[src/rtl/line_arbiter_n.sv]
// Line arbiter: serialises per-port line read/write requests onto a single downstream port.
// One transaction in flight at a time; round-robin or fixed-priority port selection.
module line_arbiter_n #(
  parameter int unsigned NUM_PORTS = 2,
  parameter int unsigned ADDR_W    = 32,
  parameter int unsigned LINE_W    = 256,
  parameter int unsigned PRIO_MODE = 0,
  localparam int unsigned IdxW     = (NUM_PORTS > 1) ? $clog2(NUM_PORTS) : 1
) (
  input  logic                        clk,
  input  logic                        rst_n,
  input  logic [NUM_PORTS-1:0]        up_read,
  input  logic [NUM_PORTS-1:0]        up_write,
  input  logic [NUM_PORTS*ADDR_W-1:0] up_addr,
  input  logic [NUM_PORTS*LINE_W-1:0] up_wdata,
  output logic [NUM_PORTS-1:0]        up_resp,
  output logic [LINE_W-1:0]           up_rdata,
  output logic                        dn_read,
  output logic                        dn_write,
  output logic [ADDR_W-1:0]           dn_addr,
  output logic [LINE_W-1:0]           dn_wdata,
  input  logic                        dn_resp,
  input  logic [LINE_W-1:0]           dn_rdata,
  output logic                        busy,
  output logic [IdxW-1:0]             grant_id
);

  typedef enum logic [1:0] {StIdle, StBusy, StRelease} state_e;

  state_e               state_q;
  logic [IdxW-1:0]      rr_ptr_q;
  logic [NUM_PORTS-1:0] req;
  logic [IdxW-1:0]      cand;
  logic [IdxW-1:0]      sel_idx;
  logic                 sel_valid;
  logic [ADDR_W-1:0]    addr_arr  [NUM_PORTS];
  logic [LINE_W-1:0]    wdata_arr [NUM_PORTS];

  assign req  = up_read | up_write;
  assign busy = (state_q != StIdle);

  always_comb begin
    for (int i = 0; i < NUM_PORTS; i++) begin
      addr_arr[i]  = up_addr[i*ADDR_W +: ADDR_W];
      wdata_arr[i] = up_wdata[i*LINE_W +: LINE_W];
    end
  end

  // Both searches run from the lowest-preference candidate upward, so the last hit is the winner.
  always_comb begin
    cand      = '0;
    sel_idx   = '0;
    sel_valid = 1'b0;
    if (PRIO_MODE == 1) begin
      for (int i = NUM_PORTS - 1; i >= 0; i--) begin
        cand = IdxW'(i);
        if (req[cand]) begin
          sel_idx   = cand;
          sel_valid = 1'b1;
        end
      end
    end else begin
      for (int k = NUM_PORTS; k >= 1; k--) begin
        cand = IdxW'((int'(rr_ptr_q) + k) % int'(NUM_PORTS));
        if (req[cand]) begin
          sel_idx   = cand;
          sel_valid = 1'b1;
        end
      end
    end
  end

  always_ff @(posedge clk or negedge rst_n) begin
    if (!rst_n) begin
      state_q  <= StIdle;
      rr_ptr_q <= IdxW'(NUM_PORTS - 1);
      grant_id <= '0;
      dn_read  <= 1'b0;
      dn_write <= 1'b0;
      dn_addr  <= '0;
      dn_wdata <= '0;
      up_resp  <= '0;
      up_rdata <= '0;
    end else begin
      up_resp <= '0;
      unique case (state_q)
        StIdle: begin
          if (sel_valid) begin
            grant_id <= sel_idx;
            rr_ptr_q <= sel_idx;
            // Write wins when a port raises both read and write.
            dn_write <= up_write[sel_idx];
            dn_read  <= ~up_write[sel_idx];
            dn_addr  <= addr_arr[sel_idx];
            dn_wdata <= wdata_arr[sel_idx];
            state_q  <= StBusy;
          end
        end
        StBusy: begin
          if (dn_resp) begin
            if (dn_read) up_rdata <= dn_rdata;
            up_resp[grant_id] <= 1'b1;
            dn_read  <= 1'b0;
            dn_write <= 1'b0;
            state_q  <= StRelease;
          end
        end
        StRelease: state_q <= StIdle;
        default:   state_q <= StIdle;
      endcase
    end
  end

endmodule
[config.mk]
export PLATFORM = sky130hd
export DESIGN_NAME = line_arbiter_n
export DESIGN_NICKNAME = d
export VERILOG_FILES = /design/src/rtl/line_arbiter_n.sv
export SDC_FILE = /design/constraint.sdc
export NUM_CORES = 1
export LEC_CHECK = 0
export CELL_PAD_IN_SITES_DETAIL_PLACEMENT = 0
export CELL_PAD_IN_SITES_GLOBAL_PLACEMENT = 1
export CORE_AREA = 10 10 529 531
export DETAILED_ROUTE_END_ITERATION = 8
export DIE_AREA = 0 0 539 541
export PLACE_DENSITY_LB_ADDON = 0.1
export SLEW_MARGIN = 20
export SYNTH_ARGS = -nofsm -noshare
export SYNTH_HDL_FRONTEND = slang
export SYNTH_SLANG_ARGS = --single-unit
[constraint.sdc]
create_clock -name clk -period 2.1 [get_ports clk]
set_clock_uncertainty 0.05 [all_clocks]
set_input_delay 0.21 -clock clk [delete_from_list [all_inputs] [get_ports clk]]
set_output_delay 0.21 -clock clk [all_outputs]
set_load 0.02 [all_outputs]
==> results.cfg <==
[critical_path]
cp_max_fo = 2
worstSetupPathType = flip-flop to output pin
cpMaxStageDelayCell = clkdlybuf4s50_1
crit_family = buffers and inverters
worst_r2r_startpoint = state_q[1]$_DFFE_PN0P_
crit_start = dn_wdata[195]$_DFFE_PN0P_
worstPathCellList = clkdlybuf4s50_1
critPathRequiredTime_ps = 1840
worstPathArrival_ps = 1750
critPathMaxStageDelay_ps = 680
cp.buffers_inverters = 1
cp-end-kind = output pin
start_kind = flip-flop

[sta]
fin_crit_ps = 2010
hold_viol = 0
hold_slack_ps = 89.6
finalCritPeriodShare_pct = 95.7
finalSetupViolCount = 0
worstMarginPinSlew_ps = 736
fmax_mhz = 498
slew_violations = 0
rsz0062_at_grt = no
max_slew_margin_pct = 50.9

[layout]
finalNonFillerCells = 8091
layout.nets = 5241
mostFrequentLayoutCells = 1031 x clkdlybuf4s50_1, 663 x dlygate4sd3_1, 549 x dfrtp_1, 346 x dlygate4sd2_1, 290 x o21ai_0
drive_gt1_share_pct = 16.3
syn_to_final_growth_pct = 122
mostFrequentLayoutCell = clkdlybuf4s50_1

[floorplanning]
die_h_um = 541
core_um2 = 270000
initial_core_util_pct = 9.03
row_count = 191
die_w_um = 539
die_area_um2 = 292000
io_pins = 1389

[place]
place.detailed.hpwl_um = 178000
gp_congestion = 0.772
place_inst = 7219
port_buffers = 1388

[cts]
htreeDepth = 3
cts_buffers = 87
cts_num_sinks = 552
clock_latency_ps = 710
clk_path_buf_depth = 3
cts_tree = yes
root_buffer = clkbuf_16
clk_pin_slew_ps = 60

[status]
status = complete, no violations

[routing]
drtAntennaViolNets = 0
drt_iter0_drc = 1120
wire_per_inst_um = 26.9
totalWireLength_um = 218000
num_vias = 27900
post-route-drc-count = 0
vias_per_cell = 3.45
firstDrtPassIters = 5

[synthesis]
synth_top_family_by_area = compound AO/OA/AOI/OAI gates
ys_ff_latch = 552
syn_inst = 2237
yosys_warnings = 0
synth-compound-area-share_pct = 20.1
synth_area_um2 = 24300
synthMuxAreaShare_pct = 12.0
synth_fp_nets = 3076
synth-seq-area-share_pct = 56.7
yosys.area_share.adder_pct = 0
synth-xor-area-share_pct = 0
syn_area_per_cell_um2 = 10.9
synth_cell_types = 28
synth_simple_gate_area_share_pct = 6.24

[global_route]
antenna_found_initial = 111
use_met1_pct = 16.1
grt_max_degree = 56
gr-usage-all-layers_pct = 14.4
grt_pass1_wl_um = 293000
grt_util_met3_pct = 5.83
grt_pass1_vias = 31500
use_met2_pct = 25.5
grt_overflow = 0
grt-busiest-layer = met2

[power]
leakage_nw = 21.1
fin_total_pwr_w = 0.0736
irDropWorstVdd_v = 0.000619
power.density_nw_per_um2 = 1360

[hold_path]
hold_path_class = input port to flip-flop
holdCritStartpoint = up_wdata[439]

[run]
maxCapViolCount = 0
[flip-flops by register name, indices dropped and copies added, names as in the netlist]
name,count
state_q,2
dn_read,1
dn_wdata,256
dn_addr,32
up_resp,2
up_rdata,256
dn_write,1
rr_ptr_q,1
grant_id,1
[path summary, 6_finish.rpt]
| check | end | slack [ps] | cells after the start |
|---|---|---|---|
| worst max-delay path | dn_wdata[195] | 90 | 1 |
| worst min-delay path | dn_wdata[183]$_DFFE_PN0P_ | 90 | 3 |
| worst max register to register | up_rdata[189]$_DFFE_PN0P_ | 190 | 6 |
| worst min register to register | up_rdata[238]$_DFFE_PN0P_ | 450 | 1 |
| max in group asynchronous | dn_wdata[110]$_DFFE_PN0P_ | 270 | 4 |
| min in group asynchronous | up_rdata[91]$_DFFE_PN0P_ | 630 | 3 |
[timing repair]
action,CTS,global route
resized for setup,369,1
setup buffers,0,1
pin swaps,0,1
hold buffers,663,0
hold endpoints to repair,950,0
endpoints found under the setup margin,353,13
[worst min-delay path, stage by stage]
cell,delay (ps)
clkdlybuf4s50_1,430
nand3_1,100
a31oi_1,90
[power by group]
part	total, W	switching [W]	leakage (nW)	internal (W)
sequential	0.0198	0.00365	6.41	0.0161
combinational	0.0382	0.0224	13.2	0.0158
clock	0.0156	0.00633	1.46	0.00925
[cell type report]
| cell class | instances | area [um2] |
|---|---|---|
| antenna | 51 | 128 |
| sequential | 552 | 13800 |
| tap | 3570 | 4470 |
| clock inverter | 21 | 339 |
| inverter | 2 | 7.51 |
| timing repair buffer | 2326 | 23200 |
| fill | 29700 | 216000 |
| clock buffer | 136 | 2630 |
| multi-input combinational | 1433 | 9380 |
[metal layers]
metal  up-vias  part of all wire, %
met5         -                 0.18
met4        58                  2.3
met3       254                  8.9
met2      1114                   50
met1     13700                   39
li1      12800                    -
[cells in the mapped netlist, drive strengths merged]
cell	n	area share (%)
a21boi	1	0.031
a21oi	288	6.5
a2bb2oi	1	0.036
a31oi	288	7.4
and2	2	0.051
buf	88	2.4
clkbuf	162	2.5
dfrtp	551	57
dfstp	1	0.11
inv	2	0.031
mux2	259	12
nand2	2	0.031
nand2b	1	0.026
nand3	288	5.9
nand3b	1	0.031
nor2	6	0.10
nor4	1	0.026
o211ai	1	0.031
o21a	1	0.031
o21ai	291	6.0
or2	1	0.026
or4	1	0.031
[cells by family (layout without fill, tap and decap cells)]
family / Yosys count / after routing
other cells: 0 / 51
compound gates: 871 / 871
flops: 552 / 552
mux: 259 / 259
buf+inv: 252 / 2485
simple gates: 303 / 303
[per-stage QoR]
stage | instance area [um2] | setup TNS [ps] | utilization (%) | setup WS, ps
6_report | 54000 | 0 | 20.0 | 91.0
5_1_grt | 53900 | 0 | 20.0 | 0.927
4_1_cts | 53800 | -61.3 | 20.0 | -61.3
3_5_place_dp | 44600 | -65960 | 16.6 | -263
3_3_place_gp | 44600 | -64520 | 16.6 | -271
2_1_floorplan | 24300 | 0 | - | 401
Power figures use the tool's default switching activity.
